==> config.mk <==
export PLATFORM = sky130hd
export DESIGN_NAME = frame_mem_arbiter_flat
export DESIGN_NICKNAME = d
export VERILOG_FILES = /design/src/rtl/frame_mem_arbiter_if.sv /design/src/rtl/frame_mem_arbiter.sv /design/src/flat_wrapper.sv
export SDC_FILE = /design/constraint.sdc
export NUM_CORES = 1
export LEC_CHECK = 0
export BUFFER_PORTS_ARGS = -buffer_cell sky130_fd_sc_hd__buf_4
export CAP_MARGIN = 40
export CORE_MARGIN = 2
export CORE_UTILIZATION = 46
export DETAILED_ROUTE_END_ITERATION = 16
export PLACE_DENSITY = 0.89
export SLEW_MARGIN = 20
export SYNTH_ARGS = -nofsm -noshare
export SYNTH_HDL_FRONTEND = slang
export SYNTH_SLANG_ARGS = --single-unit
export TNS_END_PERCENT = 100
==> constraint.sdc <==
create_clock -name clk -period 2.25 [get_ports clk]
set_clock_uncertainty 0.1 [all_clocks]
set_input_delay 0.225 -clock clk [delete_from_list [all_inputs] [get_ports clk]]
set_output_delay 0.225 -clock clk [all_outputs]
set_load 0.01 [all_outputs]
==> src/rtl/frame_mem_arbiter_if.sv <==
// ============================================================================
// Module  : frame_mem_arbiter_if
// Brief   : Display, client and frame-RAM signal bundle for frame_mem_arbiter.
// Revision: 1.0 - initial release
// ============================================================================
`default_nettype none

interface frame_mem_arbiter_if #(
    parameter int ADDR_W = 16,
    parameter int DATA_W = 8
);
    logic              frame_start;
    logic              disp_active;
    logic              disp_valid;
    logic [DATA_W-1:0] disp_data;
    logic              cli_req;
    logic              cli_we;
    logic [ADDR_W-1:0] cli_addr;
    logic [DATA_W-1:0] cli_wdata;
    logic              cli_gnt;
    logic              cli_rvalid;
    logic [DATA_W-1:0] cli_rdata;
    logic [ADDR_W-1:0] mem_addr;
    logic              mem_we;
    logic [DATA_W-1:0] mem_wdata;
    logic [DATA_W-1:0] mem_rdata;
    logic              frame_done;
    logic              underrun;

    // Arbiter side
    modport slave (
        input  frame_start, disp_active, cli_req, cli_we, cli_addr, cli_wdata, mem_rdata,
        output disp_valid, disp_data, cli_gnt, cli_rvalid, cli_rdata,
        output mem_addr, mem_we, mem_wdata, frame_done, underrun
    );

    // Timing generator / client / RAM side
    modport master (
        output frame_start, disp_active, cli_req, cli_we, cli_addr, cli_wdata, mem_rdata,
        input  disp_valid, disp_data, cli_gnt, cli_rvalid, cli_rdata,
        input  mem_addr, mem_we, mem_wdata, frame_done, underrun
    );
endinterface

`default_nettype wire

==> src/rtl/frame_mem_arbiter.sv <==
// ============================================================================
// Module  : frame_mem_arbiter
// Brief   : Shares a single-port frame RAM between VGA display fetch (priority)
//           and one client. Optional macro TEAR_GUARD_EN restricts client
//           writes to IDLE/VBLANK.
// Revision: 1.0 - initial release
// ============================================================================
`default_nettype none

module frame_mem_arbiter #(
    parameter int ADDR_W = 16,
    parameter int DATA_W = 8,
    parameter int IMG_W  = 256,
    parameter int IMG_H  = 256
) (
    input  wire logic             clk,
    input  wire logic             rst,
    frame_mem_arbiter_if.slave    bus
);

    localparam logic [ADDR_W-1:0] c_LAST_PIX = ADDR_W'(IMG_W * IMG_H - 1);

    typedef enum logic [1:0] {
        S_IDLE   = 2'd0,
        S_ACTIVE = 2'd1,
        S_VBLANK = 2'd2
    } state_t;

    state_t            r_state;
    state_t            w_state_nxt;
    logic [ADDR_W-1:0] r_pix_cnt;
    logic              r_disp_valid;
    logic              r_cli_rvalid;
    logic [DATA_W-1:0] r_cli_rdata;
    logic              r_frame_done;
    logic              r_underrun;

    logic              w_disp_issue;
    logic              w_last;
    logic              w_wr_ok;
    logic              w_gnt;
    logic [ADDR_W-1:0] w_mem_addr;
    logic              w_mem_we;
    logic [DATA_W-1:0] w_mem_wdata;

    always_ff @(posedge clk or negedge rst) begin
        if (!rst) begin
            r_state <= S_IDLE;
        end else begin
            r_state <= w_state_nxt;
        end
    end

    always_comb begin
        w_state_nxt  = r_state;
        w_disp_issue = 1'b0;
        w_last       = 1'b0;
        w_wr_ok      = 1'b0;
        w_gnt        = 1'b0;
        w_mem_addr   = '0;
        w_mem_we     = 1'b0;
        w_mem_wdata  = '0;

        w_disp_issue = (r_state == S_ACTIVE) && bus.disp_active && !bus.frame_start;
        w_last       = (r_pix_cnt == c_LAST_PIX);

`ifdef TEAR_GUARD_EN
        w_wr_ok = (r_state != S_ACTIVE);
`else
        w_wr_ok = 1'b1;
`endif

        // Gating with rst keeps the RAM port quiet while reset is asserted.
        w_gnt = rst && bus.cli_req && !w_disp_issue && (!bus.cli_we || w_wr_ok);

        if (w_disp_issue) begin
            w_mem_addr = r_pix_cnt;
        end else if (w_gnt) begin
            w_mem_addr = bus.cli_addr;
            w_mem_we   = bus.cli_we;
            if (bus.cli_we) begin
                w_mem_wdata = bus.cli_wdata;
            end
        end

        if (bus.frame_start) begin
            w_state_nxt = S_ACTIVE;
        end else if (w_disp_issue && w_last) begin
            w_state_nxt = S_VBLANK;
        end
    end

    always_ff @(posedge clk or negedge rst) begin
        if (!rst) begin
            r_pix_cnt    <= '0;
            r_disp_valid <= 1'b0;
            r_cli_rvalid <= 1'b0;
            r_cli_rdata  <= '0;
            r_frame_done <= 1'b0;
            r_underrun   <= 1'b0;
        end else begin
            r_disp_valid <= w_disp_issue;
            r_cli_rvalid <= w_gnt && !bus.cli_we;
            r_frame_done <= w_disp_issue && w_last;
            if (r_cli_rvalid) begin
                r_cli_rdata <= bus.mem_rdata;
            end
            if (bus.frame_start && (r_state == S_ACTIVE)) begin
                r_underrun <= 1'b1;
            end
            // The counter parks on the last pixel; only frame_start rewinds it.
            if (bus.frame_start) begin
                r_pix_cnt <= '0;
            end else if (w_disp_issue && !w_last) begin
                r_pix_cnt <= r_pix_cnt + ADDR_W'(1);
            end
        end
    end

    // RAM data arrives one cycle after the address, in the same cycle as the valid flags.
    assign bus.disp_valid = r_disp_valid;
    assign bus.disp_data  = r_disp_valid ? bus.mem_rdata : '0;
    assign bus.cli_gnt    = w_gnt;
    assign bus.cli_rvalid = r_cli_rvalid;
    assign bus.cli_rdata  = r_cli_rvalid ? bus.mem_rdata : r_cli_rdata;
    assign bus.mem_addr   = w_mem_addr;
    assign bus.mem_we     = w_mem_we;
    assign bus.mem_wdata  = w_mem_wdata;
    assign bus.frame_done = r_frame_done;
    assign bus.underrun   = r_underrun;

endmodule

`default_nettype wire

==> src/flat_wrapper.sv <==
// flat-port wrapper written by rule: the top's interface ports become plain ports
module frame_mem_arbiter_flat 
#(
    parameter int ADDR_W = 16,
    parameter int DATA_W = 8,
    parameter int IMG_W  = 256,
    parameter int IMG_H  = 256
)
  (clk, rst, bus_frame_start, bus_disp_active, bus_cli_req, bus_cli_we, bus_cli_addr, bus_cli_wdata, bus_mem_rdata, bus_disp_valid, bus_disp_data, bus_cli_gnt, bus_cli_rvalid, bus_cli_rdata, bus_mem_addr, bus_mem_we, bus_mem_wdata, bus_frame_done, bus_underrun);
  frame_mem_arbiter_if #(.ADDR_W(ADDR_W), .DATA_W(DATA_W)) bus_i ();
  input  wire logic clk;
  input  wire logic rst;
  input wire logic [$bits(bus_i.frame_start)-1:0] bus_frame_start;
  input wire logic [$bits(bus_i.disp_active)-1:0] bus_disp_active;
  input wire logic [$bits(bus_i.cli_req)-1:0] bus_cli_req;
  input wire logic [$bits(bus_i.cli_we)-1:0] bus_cli_we;
  input wire logic [$bits(bus_i.cli_addr)-1:0] bus_cli_addr;
  input wire logic [$bits(bus_i.cli_wdata)-1:0] bus_cli_wdata;
  input wire logic [$bits(bus_i.mem_rdata)-1:0] bus_mem_rdata;
  output wire logic [$bits(bus_i.disp_valid)-1:0] bus_disp_valid;
  output wire logic [$bits(bus_i.disp_data)-1:0] bus_disp_data;
  output wire logic [$bits(bus_i.cli_gnt)-1:0] bus_cli_gnt;
  output wire logic [$bits(bus_i.cli_rvalid)-1:0] bus_cli_rvalid;
  output wire logic [$bits(bus_i.cli_rdata)-1:0] bus_cli_rdata;
  output wire logic [$bits(bus_i.mem_addr)-1:0] bus_mem_addr;
  output wire logic [$bits(bus_i.mem_we)-1:0] bus_mem_we;
  output wire logic [$bits(bus_i.mem_wdata)-1:0] bus_mem_wdata;
  output wire logic [$bits(bus_i.frame_done)-1:0] bus_frame_done;
  output wire logic [$bits(bus_i.underrun)-1:0] bus_underrun;
  assign bus_i.frame_start = bus_frame_start;
  assign bus_i.disp_active = bus_disp_active;
  assign bus_i.cli_req = bus_cli_req;
  assign bus_i.cli_we = bus_cli_we;
  assign bus_i.cli_addr = bus_cli_addr;
  assign bus_i.cli_wdata = bus_cli_wdata;
  assign bus_i.mem_rdata = bus_mem_rdata;
  assign bus_disp_valid = bus_i.disp_valid;
  assign bus_disp_data = bus_i.disp_data;
  assign bus_cli_gnt = bus_i.cli_gnt;
  assign bus_cli_rvalid = bus_i.cli_rvalid;
  assign bus_cli_rdata = bus_i.cli_rdata;
  assign bus_mem_addr = bus_i.mem_addr;
  assign bus_mem_we = bus_i.mem_we;
  assign bus_mem_wdata = bus_i.mem_wdata;
  assign bus_frame_done = bus_i.frame_done;
  assign bus_underrun = bus_i.underrun;
  frame_mem_arbiter #(.ADDR_W(ADDR_W), .DATA_W(DATA_W), .IMG_W(IMG_W), .IMG_H(IMG_H)) u_core (.clk(clk), .rst(rst), .bus(bus_i));
endmodule
# After elaboration in Yosys (flattened, before gate mapping)
# Index checks and enable logic that the tools add are counted.
[classes] add_sub_neg=1 n_eq_ne=2 n_mux=13 n_reduce_logical=14
[ops] operator="two-way mux 16 bit" count=4
[ops] operator="two-way mux 8 bit" count=5
[ops] operator="adder 16 x 1 -> 16 bit (second input constant)" count=1
[ops] operator="equality test 16 bit (second input constant)" count=1
[ops] operator="logical AND 1 bit" count=8
[ops] operator="logical NOT 1 bit" count=4
[ops] operator="two-way mux 2 bit" count=2
[ops] operator="nonzero test 2 bit" count=2
[ops] operator="equality test 2 x 1 -> 1 bit (second input constant)" count=1
[ops] operator="two-way mux 1 bit" count=2
[word_totals] register_bits=30 input_bits=38 output_inout_bits=46

# Longest topological paths before layout
# Gate-level depths: netlist of run 1.
[logic_depth] word_depth=7 ltp_mapped=7 ltp_nobuf=6

# Worst setup path after synthesis of run 1
# OpenSTA, ideal clock, no wires.
[synth_path] path_type="reg2reg" from="reg u_core.r_pix_cnt[0]" to="reg u_core.r_pix_cnt[7]" setup_ns=0.125 arrival_ns=1.621 path_slack_ns=0.404 path_stages_with_launch=7 path_buffers=1 synth_period_minus_slack_ns=1.846 cell_sequence="dfrtp_1 > ha_1 > nand4_1 > nor4b_4 > buf_6 > nor4_1 > mux2_4"
[synth_between] elab_chain_len=4 elab_cells_between_ends=7 classes_between="add/sub: 1; eq/ne: 1; mux: 2; reduce/logical: 3"
[synth_lines] element="start, declared" line_no="frame_mem_arbiter.sv:31" text="logic [ADDR_W-1:0] r_pix_cnt;"
[synth_lines] element="start signal, assigned" line_no="frame_mem_arbiter.sv:115" text="r_pix_cnt <= r_pix_cnt + ADDR_W'(1);"
[synth_lines] element="parallel branches: the longest is 4 deep, another holds adder 16 x 1 -> 16 bit"
# Parallel ways; which one is timed is not known. The select of a mux whose other input is x is not followed.
# A chain may end at the register's enable or synchronous reset.

# Final worst setup path of run 1
[layout_path] from="reg u_core.r_state[1]" to="out bus_mem_wdata[7]"
[layout_between] elab_chain_len=7
[layout_lines] element="start, declared" line_no="frame_mem_arbiter.sv:29" text="state_t r_state;"
[layout_lines] element="start signal, assigned" line_no="frame_mem_arbiter.sv:50" text="r_state <= w_state_nxt;"
[layout_lines] element="equality test 2 x 1 -> 1 bit (*)" line_no="frame_mem_arbiter.sv:64" text="w_disp_issue = (r_state == S_ACTIVE) && bus.disp_active && !bus.frame_start;"
[layout_lines] element="logical AND 1 bit (*) (2 in a row)" line_no="frame_mem_arbiter.sv:64"
[layout_lines] element="logical NOT 1 bit" line_no="frame_mem_arbiter.sv:74" text="w_gnt = rst && bus.cli_req && !w_disp_issue && (!bus.cli_we || w_wr_ok);"
[layout_lines] element="logical AND 1 bit" line_no="frame_mem_arbiter.sv:74"
[layout_lines] element="two-way mux 8 bit" line_no="frame_mem_arbiter.sv:78" text="end else if (w_gnt) begin"
[layout_lines] element="two-way mux 8 bit (*)" line_no="frame_mem_arbiter.sv:76" text="if (w_disp_issue) begin"
[layout_lines] element="end, declared" line_no="flat_wrapper.sv:27" text="output wire logic [$bits(bus_i.mem_wdata)-1:0] bus_mem_wdata;"
# Mark *: on every way between the ends. The rest lies on a longest branch, timed or not.

==> metrics.csv, run 1 <==
stage;metric;value;unit
route;drt total wl;4.75;mm
route;DRT Pass-1 Iters;4;
finish;commonest non-fill, non-tap cell in the layout;buf_4;
worst_setup_path;CP Max Fanout;19;
sta;unrepaired setup endpoints after global routing;false;
global_route;GRT Residual Overflow;0;
sta;fmax;0.467;GHz
sta;worst slew pin tran;0.429;ns
clock_tree;H-Tree Depth;2;
synth;sequential share of the synthesized area;42.9;%
synth;post-synthesis register bit count;30;
place;IO Port Bufs;83;
sta;TNS Setup;0;ns
route;DR DRC count;0;
floorplanning;die width;65.7;um
synth;Mapped Cells;166;
power_and_ir_drop;PD cells;524;mW/mm2
finish;final instance area;0.00253;mm2
clock_tree;worst-skew pair later-pin latency;0.28;ns
route;Wirelength per Cell;15.7;um
floorplanning;chip height;65.7;um
clock_tree;CTS tree;yes;
sta;hold violation count in the final report;0;
route;Iter 0 DRT Violations;68;
outcome;status;finished clean;
clock_tree;root buf cell;clkbuf_8;
finish;commonest non-fill, non-tap cells in the layout;buf_4, dfrtp_1, a22o_1;
clock_tree;postcts setup bufs;0;
worst_setup_path;CP Launch Point;u_core.r_state[1]$_DFFE_PN0P_;
synth;Yosys cell types;38;
place;placed inst area;0.00243;mm2
global_route;aggregate global-route resource usage;22.8;%
sta;Hold WS;0.0557;ns
global_route;number of global-route vias before repair;1649;
min_path;Hold Crit Class;input pin to register;
synth;synthesized area;0.00175;mm2
sta;headroom to the max-slew limit;71.1;%
global_route;first-pass GRT wire length;7.62;mm
finish;fin nets;293;
finish;layout cell share with drive strength beyond 1;45.5;%
sta;min Tclk post-route;2.14;ns
sta;Max Slew Vio Count;0;
synth;Yosys warnings;0;
worst_setup_path;CP Class;register to output port;
worst_setup_path;reg-to-reg setup timing slack;0.20;ns
clock_tree;Clk pin slew, worst setup/hold paths;0.06;ns
route;post-route ant nets;0;
clock_tree;clock sinks;30;
floorplanning;row count;22;
floorplanning;Core Area;0.00366;mm2
route;vias per cell;5.70;
worst_setup_path;Crit. End Element;output port;
place;DP HPWL;3.55;mm
finish;Layout Utilization;69.1;%
power_and_ir_drop;Max IR drop VDD;0.000511;V
min_path;min-delay src;bus_cli_we;
global_route;initial antenna violation count;0;
run;Max Cap Violations;0;
floorplanning;# IOs;84;
synth;Syn Area/Cell;10.5;um2
clock_tree;cts bufs inserted;5;
route;via count;1726;
sta;final setup vio count;0;
synth;syn_nets;205;
power_and_ir_drop;leakage power;1.24;nW
worst_setup_path;CP arrival;1.82;ns
worst_setup_path;r2r startpoint;u_core.r_pix_cnt[0]$_DFFE_PN0P_;
floorplanning;Initial Utilization;47.8;%
place;gp weighted congestion;0.927;
clock_tree;Max Root-Sink Buffers;2;
floorplanning;die area;0.00431;mm2
global_route;largest net degree at the start of global routing;31;
sta;Tcrit/Tclk final;95.2;%
worst_setup_path;Critical Path RT;1.92;ns
finish;Area Overhead vs Synth;44.7;%
power_and_ir_drop;Total Power;0.00133;W
finish;diodes inserted;0;
worst_setup_path;Worst Setup Start Kind;register;
[power breakdown]
part | internal (W) | switching (W)
Clock | 0.000245 | 0.000201
Combinational | 0.000162 | 0.000126
Sequential | 0.000575 | 0.0000168
[logic make-up (layout without fill, tap and decap cells)]
kind of cell,Yosys count,in the layout,share of synthesized area (%)
compound gates,37,37,16.7
fa+ha+maj,1,1,0.715
buf+inv,16,105,4.65
flops,30,30,42.9
mux,15,15,10.1
simple gates,67,67,25.0
[critical path: stages, from the launching register on]
cell and delay [ns]:
dfrtp_1 0.38, nand3b_4 0.19, nand2b_4 0.22, and3_1 0.22, buf_4 0.19, and3_1 0.20
buf_4 0.14
[metal layers]
layer	up-vias	global-route usage (%)	part of all wire [%]
met5	-	0	0
met4	0	9.64	2.0
met3	12	6.51	9.6
met2	89	38.5	50
met1	822	26.9	38
li1	803	-	-
[area by class of cell]
| class | instances | area (um2) |
|---|---|---|
| Timing Repair Buffer | 91 | 686 |
| Multi-Input combinational cell | 120 | 917 |
| Tap cell | 48 | 60.1 |
| Clock inverter | 2 | 12.5 |
| Fill cell | 274 | 1130 |
| Sequential cell | 30 | 751 |
| Clock buffer | 6 | 82.6 |
| Inverter | 6 | 22.5 |
[cell usage after synthesis, drive strengths merged]
library cell / number / area [um2]
or4: 4 / 30.0
o41ai: 3 / 26.3
nand2b: 2 / 20.0
o21ai: 1 / 5.00
a21o: 1 / 7.51
o311a: 1 / 10.0
nor2: 4 / 15.0
o21bai: 1 / 7.51
and4: 1 / 8.76
mux2i: 3 / 30.0
inv: 6 / 22.5
nand3b: 1 / 20.0
a21oi: 6 / 30.0
nor4: 5 / 31.3
dfrtp: 30 / 751
buf: 8 / 51.3
nor4b: 2 / 32.5
o311ai: 3 / 26.3
nand2: 8 / 30.0
mux2: 12 / 146
ha: 1 / 12.5
nand4: 5 / 31.3
nor2b: 5 / 31.3
or2: 1 / 6.26
clkbuf: 2 / 7.51
and3: 13 / 81.3
a31o: 1 / 8.76
o31ai: 4 / 30.0
and2: 10 / 62.6
nand3: 5 / 30.0
a22o: 16 / 140
or3: 1 / 6.26
[worst paths after layout]
| kind | end | cells past startpoint |
|---|---|---|
| max | bus_mem_wdata[7] | 6 |
| min | u_core.bus.cli_rvalid$_DFF_PN0_ | 2 |
| max reg2reg | u_core.r_pix_cnt[7]$_DFFE_PN0P_ | 6 |
| min reg2reg | u_core.bus.underrun$_DFFE_PN0P_ | 1 |
| max in group asynchronous | u_core.r_pix_cnt[15]$_DFFE_PN0P_ | 3 |
| min in group asynchronous | u_core.bus.frame_done$_DFF_PN0_ | 3 |
[per-stage QoR]
step	instances	setup slack [ns]
floorplan	166	0.404
global placement	294	0.305
detailed placement	294	0.260
CTS	303	0.102
global route	303	0.0278
finish	303	0.108
[what timing repair did]
item,4_1_cts,5_1_grt
hold buffers,1,0
hold endpoints to repair,30,0
setup endpoints to repair,0,0
resized for setup,0,0
[registers in the layout, indices dropped and copies added, names as in the netlist]
name and flops:
u_core.bus.cli_rvalid 1, u_core.bus.disp_valid 1, u_core.bus.frame_done 1, u_core.bus.underrun 1
u_core.r_cli_rdata 8, u_core.r_pix_cnt 16, u_core.r_state 2
No activity file was read; power rests on OpenSTA's default activity.
==> run 2, diff against run 1 <==
--- a/config.mk
+++ b/config.mk
@@ -7,7 +7,6 @@
 export LEC_CHECK = 0
 export BUFFER_PORTS_ARGS = -buffer_cell sky130_fd_sc_hd__buf_4
 export CAP_MARGIN = 40
-export CORE_MARGIN = 2
 export CORE_UTILIZATION = 46
 export DETAILED_ROUTE_END_ITERATION = 16
 export PLACE_DENSITY = 0.89
==> run 2 against run 1 <==
Final area is 2.2% higher. Global-route usage is 0.55 points higher. Worst hold slack worse by 0.011 ns. Wire length is 2.5% lower. Combinational power hardly changed. Power is 17% higher. Flip-flop and latch count stayed put. Count of clock-buffer cells in the layout stayed put. Largest cell class unchanged. Highest routed layer unchanged.
==> metrics.csv, run 2 (synthesized netlist as in run 1, its figures left out) <==
stage;metric;value;unit
outcome;status;finished clean;
power_and_ir_drop;Max IR drop VDD;0.000876;V
power_and_ir_drop;leakage power;1.27;nW
clock_tree;Post-CTS Hold Buffers;1;
run;Max Cap Violations;0;
route;drt total wl;4.63;mm
sta;final setup vio count;0;
global_route;GRT Residual Overflow;0;
worst_setup_path;r2r startpoint;u_core.r_pix_cnt[0]$_DFFE_PN0P_;
finish;final cell count without fillers;304;
floorplanning;die area;0.00405;mm2
worst_setup_path;Reg2Reg Depth;6;
route;DR WL met3;351;um
finish;fin nets;294;
sta;min Tclk post-route;2.15;ns
floorplanning;Initial Utilization;47.8;%
sta;fmax;0.465;GHz
global_route;initial antenna violation count;0;
finish;final instance area;0.00259;mm2
finish;Reg with most FFs;u_core.r_pix_cnt;
sta;fin worst setup slack;0.100;ns
place;gp weighted congestion;0.855;
worst_setup_path;Crit. End Element;output port;
sta;TNS Setup;0;ns
clock_tree;Post-CTS Resized;0;
route;met1 WL;1.86;mm
sta;Tcrit/Tclk final;95.5;%
worst_setup_path;CP delay by family, top;simple AND/OR/NAND/NOR gates;
route;Iter 0 DRT Violations;70;
finish;commonest non-fill, non-tap cell in the layout;buf_4;
global_route;number of global-route vias before repair;1549;
clock_tree;H-Tree Depth;2;
worst_setup_path;CP Class;register to output port;
worst_setup_path;CP peak stage delay;0.38;ns
finish;Area Overhead vs Synth;47.9;%
worst_setup_path;CP arrival;1.82;ns
min_path;Hold Crit Class;input pin to register;
finish;diodes inserted;0;
power_and_ir_drop;Total Power;0.00156;W
route;metal2 WL;2.35;mm
finish;Layout fillers;299;
global_route;largest net degree at the start of global routing;31;
route;vias per cell;5.58;
global_route;first-pass GRT wire length;7.24;mm
clock_tree;clock sinks;30;
floorplanning;Core Area;0.00366;mm2
clock_tree;Clk pin slew, worst setup/hold paths;0.06;ns
sta;worst slew pin tran;0.470;ns
clock_tree;postcts setup bufs;0;
route;via count;1695;
floorplanning;row count;22;
clock_tree;cts bufs inserted;5;
worst_setup_path;reg-to-reg setup timing slack;0.21;ns
place;Placed Instances;295;
clock_tree;CTS tree;yes;
worst_setup_path;CP Max Fanout;17;
clock_tree;worst-skew pair later-pin latency;0.29;ns
finish;max reg flops;16;
worst_setup_path;Critical Path RT;1.92;ns
floorplanning;chip height;63.7;um
route;top sig layer;met4;
clock_tree;root buf cell;clkbuf_8;
worst_setup_path;Worst path slowest cell;dfrtp_1;
place;setup slack after placement;0.215;ns
route;post-route ant nets;0;
finish;commonest non-fill, non-tap cells in the layout;buf_4, dfrtp_1, a22o_1;
min_path;min-delay src;bus_cli_we;
place;DP HPWL;3.43;mm
finish;layout cell share with drive strength beyond 1;45.7;%
worst_setup_path;worst path bufs/invs;2;
power_and_ir_drop;PD cells;601;mW/mm2
place;IO Port Bufs;83;
sta;unrepaired setup endpoints after global routing;false;
place;placed inst area;0.00243;mm2
worst_setup_path;Worst Setup Start Kind;register;
global_route;aggregate global-route resource usage;23.3;%
floorplanning;# IOs;84;
worst_setup_path;sequence of cells on the critical path;nand3b_4, nand2b_4, and3_1, buf_4, and3_1, buf_4;
min_path;hold path cells;2;
finish;top flop regs;u_core.r_pix_cnt x16, u_core.r_cli_rdata x8, u_core.r_state x2;
min_path;Hold Path End;u_core.bus.cli_rvalid$_DFF_PN0_;
route;DR DRC count;0;
floorplanning;die width;63.7;um
sta;Max Slew Vio Count;0;
sta;headroom to the max-slew limit;68.4;%
worst_setup_path;endpoint of the lowest-slack register-to-register path;u_core.r_pix_cnt[13]$_DFFE_PN0P_;
clock_tree;Max Root-Sink Buffers;2;
route;DRT Pass-1 Iters;5;
sta;hold violation count in the final report;0;
route;Wirelength per Cell;15.2;um
==> run 2: stage by stage <==
| stage | hold WS [ns] | utilization (%) |
|---|---|---|
| 6_report | 0.0449 | 70.6 |
| 5_1_grt | 0.0494 | 70.6 |
| 4_1_cts | 0.0395 | 70.6 |
| 3_5_place_dp | 0.178 | 66.5 |
| 3_3_place_gp | 0.179 | 66.5 |
| 2_1_floorplan | -0.171 | - |
==> run 2: report_power, final <==
part	switching [W]	leakage [nW]	total (W)	internal (W)
Sequential	0.0000178	0.389	0.000593	0.000575
Combinational	0.000126	0.812	0.000289	0.000163
Clock	0.000200	0.0714	0.000672	0.000472
Total	0.000344	1.27	0.00156	0.00121
==> run 2: layer usage <==
metal	global-route usage (%)	vias up
met1	27.9	786
met5	0	-
met3	5.07	9
met2	40.8	86
li1	-	814
met4	8.24	0
==> run 2: layout make-up <==
type | count | area [um2] | area share [%]
clock buffers | 6 | 82.6 | 3.19
clock inverters | 2 | 60.1 | 2.32
inverters | 6 | 22.5 | 0.871
multi-input cells | 120 | 917 | 35.5
flip-flops and latches | 30 | 751 | 29.0
well taps | 48 | 60.1 | 2.32
repair buffers | 92 | 693 | 26.8
==> run 2: how the worst max path moves through the flow <==
stage          slack (ns)                          endpoint                            start  depth (start not counted)
2_1_floorplan        0.40   u_core.r_pix_cnt[7]$_DFFE_PN0P_  u_core.r_pix_cnt[0]$_DFFE_PN0P_                          6
3_3_place_gp         0.31  u_core.r_pix_cnt[13]$_DFFE_PN0P_  u_core.r_pix_cnt[0]$_DFFE_PN0P_                          6
3_5_place_dp         0.22  u_core.r_pix_cnt[13]$_DFFE_PN0P_  u_core.r_pix_cnt[0]$_DFFE_PN0P_                          6
4_1_cts              0.08                  bus_mem_wdata[4]    u_core.r_state[1]$_DFFE_PN0P_                          6
5_1_grt              0.01                  bus_mem_wdata[1]    u_core.r_state[1]$_DFFE_PN0P_                          6
6_report             0.10                  bus_mem_wdata[4]    u_core.r_state[1]$_DFFE_PN0P_                          6
==> run 3, diff against run 2 <==
==> constraint.sdc (replaced) <==
create_clock -name clk -period 2.32 [get_ports clk]
set_clock_uncertainty 0.1 [all_clocks]
set_input_delay 0.232 -clock clk [delete_from_list [all_inputs] [get_ports clk]]
set_output_delay 0.232 -clock clk [all_outputs]
set_load 0.01 [all_outputs]
==> run 3 against run 2 <==
Worst hold slack worse by 0.0032 ns. Count of clock-buffer cells in the layout stayed put. First-iteration DRC count fell by 36%. Sequential share of layout area is 0.53 points higher. Global-route usage up 0.57 points. Non-clock buffer count did not move. Largest cell class unchanged. Cell count stayed put. Clock power down 35%. Via count down 0.12%. Register-to-register slack improved by 0.04 ns. Worst setup slack better by 0.088 ns.
==> metrics.csv, run 3 (synthesized netlist as in run 1, its figures left out) <==
stage;metric;value;unit
finish;layout cell share with drive strength beyond 1;46.1;%
floorplanning;die width;63.7;um
clock_tree;root buf cell;clkbuf_8;
finish;commonest non-fill, non-tap cell in the layout;buf_4;
worst_setup_path;Reg2Reg Depth;6;
global_route;number of global-route vias before repair;1624;
worst_setup_path;worst path bufs/invs;1;
finish;diodes inserted;0;
power_and_ir_drop;Comb power frac;21.5;%
worst_setup_path;CP delay by family, top;simple AND/OR/NAND/NOR gates;
global_route;initial antenna violation count;0;
route;via count;1693;
clock_tree;CTS tree;yes;
power_and_ir_drop;sequential share of power;44.5;%
clock_tree;clock sinks;30;
clock_tree;worst-skew pair later-pin latency;0.29;ns
power_and_ir_drop;Max IR drop VDD;0.000307;V
min_path;Hold Crit Class;input pin to register;
power_and_ir_drop;PD cells;509;mW/mm2
min_path;Hold Path End;u_core.bus.cli_rvalid$_DFF_PN0_;
power_and_ir_drop;Total Power;0.00129;W
finish;max reg flops;16;
sta;unrepaired setup endpoints after global routing;false;
min_path;min-delay src;bus_cli_we;
worst_setup_path;endpoint of the lowest-slack register-to-register path;u_core.r_pix_cnt[7]$_DFFE_PN0P_;
power_and_ir_drop;leakage power;1.25;nW
floorplanning;# IOs;84;
floorplanning;Initial Utilization;47.8;%
route;Iter 0 DRT Violations;45;
run;Max Cap Violations;0;
power_and_ir_drop;sw frac;26.2;%
global_route;GRT Residual Overflow;0;
route;vias per cell;5.57;
power_and_ir_drop;clock power share;34.1;%
worst_setup_path;CP arrival;1.80;ns
route;Wirelength per Cell;14.8;um
route;post-route ant nets;0;
route;DR DRC count;0;
clock_tree;postcts setup bufs;0;
worst_setup_path;CP Max Fanout;27;
sta;Tcrit/Tclk final;91.9;%
worst_setup_path;CP peak stage delay;0.47;ns
place;DP HPWL;3.39;mm
sta;Max Slew Vio Count;0;
worst_setup_path;Worst Setup Start Kind;register;
global_route;largest net degree at the start of global routing;31;
worst_setup_path;Crit. End Element;output port;
sta;fmax;0.469;GHz
global_route;first-pass GRT wire length;7.40;mm
worst_setup_path;Worst path slowest cell;and3_2;
sta;TNS Setup;0;ns
sta;worst slew pin tran;0.436;ns
worst_setup_path;sequence of cells on the critical path;nand3b_4, nand2b_4, and3_2, and3_1, buf_4;
sta;hold violation count in the final report;0;
outcome;status;finished clean;
worst_setup_path;reg-to-reg setup timing slack;0.25;ns
route;drt total wl;4.51;mm
finish;commonest non-fill, non-tap cells in the layout;buf_4, dfrtp_1, a22o_1;
worst_setup_path;CP Class;register to output port;
finish;top flop regs;u_core.r_pix_cnt x16, u_core.r_cli_rdata x8, u_core.r_state x2;
power_and_ir_drop;Sw Pwr;0.000338;W
sta;min Tclk post-route;2.13;ns
worst_setup_path;r2r startpoint;u_core.r_pix_cnt[0]$_DFFE_PN0P_;
finish;Area Overhead vs Synth;45.2;%
power_and_ir_drop;Int Pwr;0.000954;W
place;IO Port Bufs;83;
route;DRT Pass-1 Iters;4;
worst_setup_path;Critical Path RT;1.99;ns
floorplanning;die area;0.00405;mm2
floorplanning;chip height;63.7;um
clock_tree;H-Tree Depth;2;
min_path;hold path cells;2;
floorplanning;row count;22;
finish;Reg with most FFs;u_core.r_pix_cnt;
clock_tree;Clk pin slew, worst setup/hold paths;0.06;ns
clock_tree;cts bufs inserted;5;
place;gp weighted congestion;0.883;
clock_tree;Max Root-Sink Buffers;2;
floorplanning;Core Area;0.00366;mm2
sta;final setup vio count;0;
sta;headroom to the max-slew limit;70.9;%
finish;fin nets;294;
global_route;aggregate global-route resource usage;23.9;%
run 3: cell types whose count changed in the layout (fill, tap and decap cells not counted):
cell	change
and3_2	+1
and3_1	-1
clkinvlp_4	+1
bufinv_16	-2
clkinv_2	+1
run 3: area by class of cell:
cell class                 count  area, um2
clock buffer                   6       82.6
sequential                    30        751
clock inverter                 2       12.5
inverter                       6       22.5
tap                           48       60.1
timing repair buffer          92        693
multi-input combinational    120        918
fill                         321       1120
run 3: worst register-to-register path: stages, from the launching register on:
cell	delay [ns]
dfrtp_1	0.45
ha_1	0.30
nand4_1	0.18
nor4b_4	0.07
buf_4	0.16
nor4_1	0.38
mux2_4	0.33
run 3: worst max-delay path by stage:
| stage | startpoint | end | slack (ns) | cells after the start |
|---|---|---|---|---|
| detailed placement | u_core.r_state[0]$_DFFE_PN0P_ | bus_mem_wdata[5] | 0.21 | 5 |
| finish | u_core.r_state[0]$_DFFE_PN0P_ | bus_mem_wdata[5] | 0.19 | 5 |
| global route | u_core.r_state[0]$_DFFE_PN0P_ | bus_mem_wdata[1] | 0.08 | 5 |
| CTS | u_core.r_state[0]$_DFFE_PN0P_ | bus_mem_addr[2] | 0.18 | 7 |
| global placement | u_core.r_state[0]$_DFFE_PN0P_ | bus_mem_addr[14] | 0.26 | 5 |
| floorplan | u_core.r_pix_cnt[0]$_DFFE_PN0P_ | u_core.r_pix_cnt[7]$_DFFE_PN0P_ | 0.47 | 6 |
run 3: power groups by stage:
| stage | Combinational (W) | Clock (W) | Sequential, W |
|---|---|---|---|
| 3_3_place_gp | 0.000273 | 0 | 0.000581 |
| 2_1_floorplan | 0.000119 | 0 | 0.000578 |
| 4_1_cts | 0.000281 | 0.000448 | 0.000574 |
| 5_1_grt | 0.000300 | 0.000472 | 0.000578 |
| 6_report | 0.000278 | 0.000440 | 0.000574 |
| 3_5_place_dp | 0.000280 | 0 | 0.000584 |
run 3: stage by stage:
stage / setup slack [ns] / cell area (um2) / std cells / util, % / hold slack (ns)
after floorplan: 0.474 / 1750 / 166 / - / -0.164
after global placement: 0.264 / 2430 / 295 / 66.5 / 0.190
after detailed placement: 0.209 / 2430 / 295 / 66.5 / 0.189
after CTS: 0.185 / 2540 / 304 / 69.4 / 0.0369
after global routing: 0.0793 / 2540 / 304 / 69.4 / 0.0430
final: 0.188 / 2540 / 304 / 69.4 / 0.0416
run 3: what timing repair did:
item | 4_1_cts | 5_1_grt
endpoints found under the setup margin | 25 | 0
hold endpoints to repair | 30 | 0
hold buffers | 1 | 0
gates resized for setup | 1 | 0
run 3: layer usage:
layer / up-vias / track usage (%) / part of all wire [%]
li1: 809 / - / -
met1: 816 / 27.3 / 40
met3: 5 / 7.61 / 6.3
met5: - / 0 / 0
met2: 63 / 42.0 / 53
met4: 0 / 7.39 / 0.89
